`src/rtl/arb_pkg.sv`:
```
// arb_pkg: shared FSM state, arbitration mode codes and hold-counter width
// for grant_arbiter_n and its priority picker.
package arb_pkg;
    typedef enum logic {IDLE, GRANT} state_t;
    localparam int MODE_FIXED = 0;
    localparam int MODE_RR = 1;
    localparam int CNT_W = 8;
endpackage

```
`src/rtl/arb_pick.sv`:
```
// arb_pick: combinational priority search starting at index start with wrap-around;
// masked requesters lose unless nobody else is asking.
module arb_pick #(
    parameter int N = 4,
    parameter int IW = $clog2(N)
) (
    input  logic [N-1:0]  req,
    input  logic [IW-1:0] start,
    input  logic [N-1:0]  mask,
    output logic [N-1:0]  onehot,
    output logic [IW-1:0] idx
);
    logic [N-1:0] cand;
    always_comb begin
        cand = (|(req & ~mask)) ? (req & ~mask) : req;
        onehot = '0;
        idx = '0;
        // scan from farthest to nearest so the first hit after start is written last
        for (int k = N - 1; k >= 0; k--) begin
            if (cand[IW'((int'(start) + k) % N)]) begin
                onehot = '0;
                onehot[IW'((int'(start) + k) % N)] = 1'b1;
                idx = IW'((int'(start) + k) % N);
            end
        end
    end
endmodule

```
`src/rtl/grant_arbiter_n.sv`:
```
// grant_arbiter_n: N-way IDLE/GRANT arbiter, fixed priority or round-robin, registered grants.
// Define GRANT_ARBITER_N_TIMEOUT_EN to compile in the MAX_HOLD tenure timer.
module grant_arbiter_n
    import arb_pkg::*;
#(
    parameter int N = 4,
    parameter int MODE = MODE_FIXED,
    parameter int MAX_HOLD = 8
) (
    input  logic                 clk,
    input  logic                 reset,
    input  logic [N-1:0]         r,
    output logic [N-1:0]         g,
    output logic [$clog2(N)-1:0] owner,
    output logic                 busy,
    output logic                 timeout
);
    localparam int IW = $clog2(N);
    state_t state, state_n;
    logic [N-1:0] g_n, win, mask;
    logic [IW-1:0] owner_n, ptr, ptr_n, start, win_idx;
    if (N < 2 || N > 16) begin : g_bad_n
        $error("grant_arbiter_n: N must be 2..16");
    end
    if (MAX_HOLD < 1 || MAX_HOLD > 255) begin : g_bad_hold
        $error("grant_arbiter_n: MAX_HOLD must be 1..255");
    end
    assign start = (MODE == MODE_RR) ? ((ptr == IW'(N - 1)) ? '0 : ptr + 1'b1) : '0;
    assign busy = (state == GRANT);
    arb_pick #(.N(N), .IW(IW)) u_pick (
        .req(r),
        .start(start),
        .mask(mask),
        .onehot(win),
        .idx(win_idx)
    );
`ifdef GRANT_ARBITER_N_TIMEOUT_EN
    logic [CNT_W-1:0] cnt, cnt_n;
    logic [N-1:0] mask_n;
    logic timeout_n;
`endif
    always_comb begin
        state_n = state;
        g_n = g;
        owner_n = owner;
        ptr_n = ptr;
`ifdef GRANT_ARBITER_N_TIMEOUT_EN
        cnt_n = cnt;
        mask_n = '0;
        timeout_n = 1'b0;
`endif
        if (state == IDLE) begin
            if (|r) begin
                state_n = GRANT;
                g_n = win;
                owner_n = win_idx;
                ptr_n = (MODE == MODE_RR) ? win_idx : ptr;
`ifdef GRANT_ARBITER_N_TIMEOUT_EN
                cnt_n = CNT_W'(1);
`endif
            end
        end else if (!r[owner]) begin
            state_n = IDLE;
            g_n = '0;
            owner_n = '0;
        end
`ifdef GRANT_ARBITER_N_TIMEOUT_EN
        // a release in the same cycle wins over the forced release
        else if (cnt == CNT_W'(MAX_HOLD)) begin
            state_n = IDLE;
            g_n = '0;
            owner_n = '0;
            timeout_n = 1'b1;
            mask_n = g;
        end else begin
            cnt_n = cnt + 1'b1;
        end
`endif
    end
    always_ff @(posedge clk or posedge reset) begin
        if (reset) begin
            state <= IDLE;
            g <= '0;
            owner <= '0;
            ptr <= IW'(N - 1);
        end else begin
            state <= state_n;
            g <= g_n;
            owner <= owner_n;
            ptr <= ptr_n;
        end
    end
`ifdef GRANT_ARBITER_N_TIMEOUT_EN
    always_ff @(posedge clk or posedge reset) begin
        if (reset) begin
            cnt <= '0;
            mask <= '0;
            timeout <= 1'b0;
        end else begin
            cnt <= cnt_n;
            mask <= mask_n;
            timeout <= timeout_n;
        end
    end
`else
    assign mask = '0;
    assign timeout = 1'b0;
`endif
endmodule

```
`config.mk`:
```
export PLATFORM = sky130hd
export DESIGN_NAME = grant_arbiter_n
export DESIGN_NICKNAME = d
export VERILOG_FILES = /design/src/rtl/arb_pkg.sv /design/src/rtl/arb_pick.sv /design/src/rtl/grant_arbiter_n.sv
export SDC_FILE = /design/constraint.sdc
export NUM_CORES = 1
export LEC_CHECK = 0
export ABC_AREA = 1
export BUFFER_PORTS_ARGS = -buffer_cell sky130_fd_sc_hd__clkbuf_2
export CORE_UTILIZATION = 51
export DETAILED_ROUTE_END_ITERATION = 10
export GPL_ROUTABILITY_DRIVEN = 0
export PLACE_DENSITY = 0.86
export SLEW_MARGIN = 20
export SYNTH_ARGS = -nofsm -noshare
export SYNTH_HDL_FRONTEND = slang
export SYNTH_HIERARCHICAL = 1
export SYNTH_SLANG_ARGS = --single-unit
```
`constraint.sdc`:
```
create_clock -name clk -period 0.9 [get_ports clk]
set_input_delay 0.135 -clock clk [delete_from_list [all_inputs] [get_ports clk]]
set_output_delay 0.135 -clock clk [all_outputs]
set_load 0.02 [all_outputs]
```
==> PnR_summary.wiki, run 1 <==
{| class="wikitable"
! Metric !! Value
|-
| Final antenna diode count || 0
|-
| Synthesized flop and latch total || 7
|-
| Clk pin slew, worst setup/hold paths || 0.06 ns
|-
| Worst Path Arrival || 1.65 ns
|-
| Detailed placement HPWL || 2.00 mm
|-
| Overall die height || 44.6 um
|-
| Filler instances || 51
|-
| Total cell area at the placement stage || 1320 um^2
|-
| Most common cell after layout, fill and taps aside || buf_4
|-
| Layout Nets || around 230
|-
| Post-route non-filler standard cell count || 244
|-
| Number of violations of the max-capacitance limit || 0
|-
| Overflow left after global routing || 0
|-
| Switching power as a share of total power || between 40% and 50%
|-
| Reported net switching power || 0.00158 W
|-
| Post-synthesis instance area || 926 um^2
|-
| Per-cell routed wire length || 19.8 um
|-
| Post-Place Setup Slack || -0.581 ns
|-
| Pin count of the biggest net entering global routing || 11
|-
| Num CTS Buffers || 3
|-
| Combinational share of power || approximately 70%
|-
| Setup Crit Path Kind || input port to flip-flop
|-
| CTS tree || yes
|-
| Via total after detailed routing || 1497
|-
| Startpoint class of the critical path || input port
|-
| DIE WIDTH || 44.6 um
|-
| CP Data Required Time || 1.10 ns
|-
| Cells after synthesis || 151
|-
| DRT Wirelength || 4.83 mm
|-
| Total DRC errors in the routed layout || 1
|-
| Hold Vio Cnt, Final || 0
|-
| Cell Pwr Density || 2000 nW/um^2
|-
| Violated checks || design-rule violations, negative setup slack
|-
| Depth of the CTS H-tree || 1
|-
| Worst-Skew Late Latency || 0.28 ns
|-
| Leakage power || 0.861 nW
|-
| Ports || 14
|-
| Yosys warning total || 6
|-
| Crit-path max FO || 5
|-
| Layout Skew || 0.00261 ns
|-
| Drt first-iter violations || 163
|-
| Hold/Removal Path Class || input port to async pin
|-
| Period Utilization, post-route || 161%
|-
| Clock sink total || 7
|-
| Area inside the core boundary || about 1700 um^2
|-
| Largest cells by area after synthesis || dfrtp_1 19%, nand3_1 19%, nand2_1 15%
|-
| Part of the power in the clock network || 10.5%
|-
| Starting utilization of the core area || 54.2%
|-
| Worst path setup slack after routing || -0.550 ns
|-
| Total track usage || 36.2%
|-
| Number of port buffers || 12
|-
| Power share of the sequential group || between 10% and 20%
|-
| Final setup violation count || 14
|-
| Total iterations of the first detailed-routing run || 9
|-
| Total internal power || 0.00165 W
|-
| Final worst path period need || 1.45 ns
|-
| Standard-cell row count || 15
|-
| Unrepaired setup endpoints after global routing || true
|-
| Max Root-Sink Buffers || 2
|-
| Highest clock rate || 0.690 GHz
|-
| Synth-to-layout area growth || 73.9%
|-
| Mapped Avg Cell Area || 6.13 um^2
|-
| Most frequent cells in the layout || 32 x buf_4, 29 x nand2_1, 28 x nand3_1, 19 x inv_1, 19 x conb_1
|-
| Kind of end point of the critical path || flip-flop
|-
| Max VDD drop || 1290 uV
|-
| Final core utilization || 94.3%
|-
| Wire length of the first global-routing pass || ~5.2 mm
|-
| Via count of the first global-routing pass || 1216
|-
| Outcome || finished with violations
|-
| Number of antenna-violating nets in the routed design || 0
|-
| Per-cell via count in the routed design || a little over 6
|-
| Fin. max-slew vios || 0
|-
| Seq/Total Area, Yosys || 18.9%
|-
| Share of post-route cells with drive strength above 1 || 41.1%
|-
| Clk root buf || clkbuf_4
|-
| Proportion of netlist area held by the largest area contributor || 18.9%
|-
| Distinct cell type count of the synthesized netlist || 20
|-
| Die ar. || ~2000 um^2
|-
| Final non-filler cell area || ~1600 um^2
|-
| Initial antenna violation count || 0
|-
| Post-synth top area cell || dfrtp_1
|-
| Placed cells || 224
|}
registers in the layout (all words and copies together), names as in the netlist:
register,flops
g,4
busy,1
owner,2
worst paths after layout:
kind                           from  endpoint  slack (ns)  cells past startpoint
min                           reset      g[1]        0.35                      3
min in group clk               r[3]  owner[1]        0.48                      6
max                            r[1]      g[0]       -0.55                     14
max reg2reg                owner[0]      g[0]       -0.27                      7
min reg2reg                    g[1]      g[1]        0.63                      2
max in group asynchronous     reset  owner[0]        0.28                      3
kinds of logic after synthesis:
group	Yosys count	synth area share (%)
AO/OA/AOI/OAI	11	7.57
adder cells (fa/ha/maj)	8	10.8
other	1	0.405
AND/OR/NAND/NOR	99	51.6
flip-flops	7	18.9
buffers and inverters	25	10.7
power by group through the flow:
stage | combinational, W | clock (W) | sequential, W
after floorplan | 0.000733 | 0 | 0.000751
after global placement | 0.00132 | 0 | 0.000570
after detailed placement | 0.00137 | 0 | 0.000584
after CTS | 0.00168 | 0.000300 | 0.000575
after global routing | 0.00232 | 0.000359 | 0.000641
final | 0.00225 | 0.000337 | 0.000640
routing by layer:
metal	wire length, um	up-vias	part of all wire [%]	GRT usage [%]
li1	-	601	-	-
met1	1570	664	33	36.9
met2	2110	167	44	66.2
met3	687	65	14	8.16
met4	454	0	9.4	22.4
met5	0	-	0	0
cells in the mapped netlist:
master and count:
o21ai_0 3, dfrtp_1 7, clkbuf_2 1, inv_2 2, ha_1 8, o211ai_1 1
a31oi_1 1, nand3_1 35, nand2_1 37, inv_1 21, a21oi_1 3, o21ai_4 1
o21ai_1 2, nand2_4 2, nor2_1 12, buf_4 1, nand3_2 4, nand2_2 8
nor2_2 1, conb_1 1
critical path, cell delays in order:
cell      delay, ns
clkbuf_2       0.12
nand2_4        0.08
nand2_4        0.05
nor2_4         0.15
nand2_2        0.10
nand3_2        0.12
nand2_4        0.08
o21ai_4        0.25
a21oi_2        0.08
nand3_1        0.11
nand2_1        0.06
inv_1          0.08
nand3_1        0.09
nand2_1        0.12
stage by stage:
| step | hold slack [ns] | total power (W) | TNS (ns) |
|---|---|---|---|
| 5_1_grt | 0.370 | 0.00332 | -4.09 |
| 6_report | 0.352 | 0.00323 | -3.48 |
| 4_1_cts | 0.324 | 0.00255 | -1.61 |
| 2_1_floorplan | -0.0617 | 0.00148 | -1.39 |
| 3_5_place_dp | 0.0526 | 0.00195 | -3.14 |
| 3_3_place_gp | 0.0436 | 0.00189 | -2.72 |
final cells by class:
cell class	instances	area (um^2)	share of cell area (%)
inverter	23	86.3	5.36
tap	25	31.3	1.94
timing repair buffer	47	422	26.2
clock buffer	4	26.3	1.63
sequential	7	178	11.0
multi-input combinational	138	867	53.8
what timing repair did:
item	CTS	global route
hold buffers	1	0
pin swaps	7	22
buffers inserted	6	8
resized for setup	18	25
endpoints found under the setup margin	14	14
endpoints found under the hold margin	7	0
cloned	1	0
Power figures use the tool's default switching activity.
==> run 2, diff against run 1 <==
ABC_AREA = 0   (was 1)
CORE_UTILIZATION = 52   (was 51)
SLEW_MARGIN = not set   (was 20)
==> run 2 against run 1 <==
Net effect: the flow finishes with violations (negative setup slack); largest power group unchanged; total power shrank 6.2%; core utilization decreased by 2.5 points; register-to-register slack worse by 0.04 ns; critical path depth fell by 6; global-route usage decreased by 3.4 points; synthesized cell count is 28% lower; area after synthesis increased by 10%; routed wire length is 15% lower; sequential share of layout area shrank 0.18 points; via count shrank 14%; critical path type unchanged; sequential power decreased by 5.9%; combinational power fell by 5%.
==> PnR_summary.wiki, run 2 <==
{| class="wikitable"
! Metric !! Value
|-
| Post-synth top area cell || dfrtp_1
|-
| Slowest cell on crit path || mux4_2
|-
| Via count of the first global-routing pass || 1057 (-13%)
|-
| Hold/Removal Path Class || input port to async pin
|-
| Total DRC errors in the routed layout || 0 (-1)
|-
| Overall die height || 46.3 um (+3.9%)
|-
| Max VDD drop || 1310 uV (+2.0%)
|-
| Reported net switching power || 0.00129 W (-18%)
|-
| Fin. max-slew vios || 0 (unchanged)
|-
| Number of enable flip-flop cells after synthesis || 0 (unchanged)
|-
| Number of antenna-violating nets in the routed design || 0 (unchanged)
|-
| Worst path setup slack after routing || -0.862 ns (-0.313 ns)
|-
| Standard-cell row count || 15 (unchanged)
|-
| DRT Wirelength || 4.09 mm (-15%)
|-
| Final antenna diode count || 0 (unchanged)
|-
| Cells along the critical path || clkbuf_8, nand2b_2, a41oi_1, mux4_2, nor2_4, o221ai_2, o21ai_1, a22o_1
|-
| Violated checks || negative setup slack
|-
| Total track usage || 32.8% (-3.4 points)
|-
| Most common cell after layout, fill and taps aside || buf_4
|-
| Combinational share of power || 70.5% (+0.8 points)
|-
| Num CTS Buffers || 3 (unchanged)
|-
| Area inside the core boundary || 1780 um^2 (+4.4%)
|-
| Post-synthesis instance area || 1020 um^2 (+10%)
|-
| Startpoint class of the critical path || input port
|-
| WHS || 0.366 ns (+0.0139 ns)
|-
| DIE WIDTH || 46.3 um (+3.9%)
|-
| Share of flip-flops with an asynchronous set or reset after synthesis || 100% (unchanged)
|-
| CTS tree || yes
|-
| Reg with most FFs || g
|-
| Die ar. || 2150 um^2 (+7.9%)
|-
| Synth-to-layout area growth || 60.1%
|-
| Via total after detailed routing || 1280 (-14%)
|-
| Per-cell via count in the routed design || 6.50 (+5.9%)
|-
| Highest clock rate || 0.567 GHz (-18%)
|-
| Layout Nets || 187 (-20%)
|-
| Number of flip-flops under the largest register name || 4 (unchanged)
|-
| Switching power as a share of total power || 42.7% (-6.3 points)
|-
| Initial antenna violation count || 0 (unchanged)
|-
| Dominant register cell in the synthesized netlist || dfrtp_1
|-
| Final setup violation count || 14 (unchanged)
|-
| Seq/Total Area, Yosys || 17.1% (-1.8 points)
|-
| Detailed placement HPWL || 2.01 mm (+0.51%)
|-
| CP Data Required Time || 1.09 ns (about the same)
|-
| Worst-Skew Late Latency || 0.25 ns (-0.03 ns)
|-
| Share of post-route cells with drive strength above 1 || 44.8% (+3.7 points)
|-
| Number of port buffers || 12 (unchanged)
|-
| Depth of the CTS H-tree || 1 (unchanged)
|-
| Clk root buf || clkbuf_4
|-
| Total iterations of the first detailed-routing run || 4 (-5)
|-
| Power share of the sequential group || 19.9% (about the same)
|-
| Mapped Avg Cell Area || 9.47 um^2 (+54%)
|-
| CP top delay family || compound AO/OA/AOI/OAI gates
|-
| Distinct cell type count of the synthesized netlist || 41 (+110%)
|-
| Layout Skew || 0.0104 ns (+0.00781 ns)
|-
| Ports || 14 (unchanged)
|-
| Pin count of the biggest net entering global routing || 10 (-1)
|-
| Yosys warning total || 6 (unchanged)
|-
| Final worst path period need || 1.76 ns (+0.313 ns)
|-
| Setup_tns || -4.05 ns (-0.570 ns)
|-
| Worst Path Arrival || 1.95 ns (+0.30 ns)
|-
| Crit-path max FO || 6 (+1)
|-
| Largest cells by area after synthesis || dfrtp_1 17%, ha_1 9.8%, mux4_2 8.8%
|-
| Setup Crit Path Kind || input port to flip-flop
|-
| Max Root-Sink Buffers || 2 (unchanged)
|-
| Per-cell routed wire length || 20.8 um (+5.0%)
|-
| Hold Vio Cnt, Final || 0 (unchanged)
|-
| Starting utilization of the core area || 57.3% (+3.1 points)
|-
| Overflow left after global routing || 0 (unchanged)
|-
| Synthesized flop and latch total || 7 (unchanged)
|-
| Clk pin slew, worst setup/hold paths || 0.06 ns (about the same)
|-
| Part of the power in the clock network || 9.6% (-0.9 points)
|-
| Number of violations of the max-capacitance limit || 0 (unchanged)
|-
| Unrepaired setup endpoints after global routing || true
|-
| Cells after synthesis || 108 (-28%)
|-
| Proportion of netlist area held by the largest area contributor || 17.1% (-1.8 points)
|-
| Clock sink total || 7 (unchanged)
|-
| Outcome || finished with violations
|-
| Period Utilization, post-route || 196% (+35 points)
|-
| Cell Pwr Density || 1850 nW/um^2 (-7.7%)
|-
| Crit path buf inv count || 1 (-1)
|-
| Most frequent cells in the layout || 29 x buf_4, 19 x conb_1, 10 x buf_6, 9 x o21ai_0, 9 x nand2_1
|-
| Worst path max stage delay || 0.58 ns (+0.33 ns)
|-
| Leakage power || 0.738 nW (-14%)
|-
| Wire length of the first global-routing pass || 4.86 mm (-5.6%)
|-
| Ranking of synthesized cells by instance count || 10 x nand2_1, 10 x o21ai_0, 8 x ha_1
|-
| Drt first-iter violations || 88 (-46%)
|-
| Total internal power || 0.00174 W (+5.3%)
|-
| Kind of end point of the critical path || flip-flop
|}
run 2: cell types whose count changed in the layout (fill, tap and decap cells not counted), sizes merged, moves of 10 or more:
cell   change
nand3     -38
nand2     -37
inv       -20
nor2      -10
run 2: cell type report:
cell class | instances | area (um^2)
Tap cell | 25 | 31.3
Sequential cell | 7 | 178
Clock buffer | 4 | 26.3
Timing Repair Buffer | 48 | 454
Fill cell | 65 | 146
Inverter | 4 | 15.0
Multi-Input combinational cell | 109 | 932
run 2: tightest hold or removal path: cells and delay by family:
family | cells | cell delay [ns]
buffers and inverters | 3 | 0.88
run 2: power by group through the flow:
stage	sequential (W)	clock [W]	combinational, W
2_1_floorplan	0.000711	0	0.000819
3_3_place_gp	0.000544	0	0.00140
3_5_place_dp	0.000559	0	0.00145
4_1_cts	0.000565	0.000284	0.00166
5_1_grt	0.000616	0.000330	0.00223
6_report	0.000602	0.000291	0.00213
run 2: final timing paths:
path	start	endpoint	slack [ns]	cells after the start
setup / recovery	r[0]	owner[0]	-0.86	8
hold / removal	reset	owner[0]	0.37	3
setup reg to reg	owner[1]	owner[1]	-0.31	3
hold reg to reg	g[0]	g[0]	0.61	2
max in group asynchronous	reset	busy	0.29	3
min in group clk	r[0]	busy	0.52	5
run 2: cells by family (layout without fill, tap and decap cells):
group,count (synthesis),count (layout),share of synthesized area [%]
multiplexers,8,8,14.3
AND/OR/NAND/NOR,33,33,22.0
AO/OA/AOI/OAI,41,41,30.4
adder cells (fa/ha/maj),8,8,9.79
other,1,19,0.367
buffers and inverters,10,56,6.00
flip-flops,7,7,17.1
run 2: timing repair:
action	4_1_cts	5_1_grt
hold endpoints to repair	7	0
endpoints found under the setup margin	14	14
hold buffers	1	0
buffers inserted	7	7
pin swaps	4	8
gates resized for setup	14	29
run 2: metrics by stage:
stage | cell area [um^2] | util [%] | std cells | power, W | setup WS [ns]
after floorplan | 1110 | - | 126 | 0.00153 | -0.690
after global placement | 1320 | 74.2 | 180 | 0.00194 | -0.841
after detailed placement | 1320 | 74.2 | 180 | 0.00201 | -0.896
after CTS | 1510 | 84.5 | 192 | 0.00251 | -0.624
after global routing | 1640 | 91.8 | 197 | 0.00317 | -0.904
final | 1640 | 91.8 | 197 | 0.00303 | -0.862
run 2: routing by layer:
layer / global-route usage (%) / share of wire, %
met5: 0 / 0
met4: 9.41 / 5.6
met3: 9.80 / 8.5
met2: 59.7 / 49
met1: 35.9 / 37
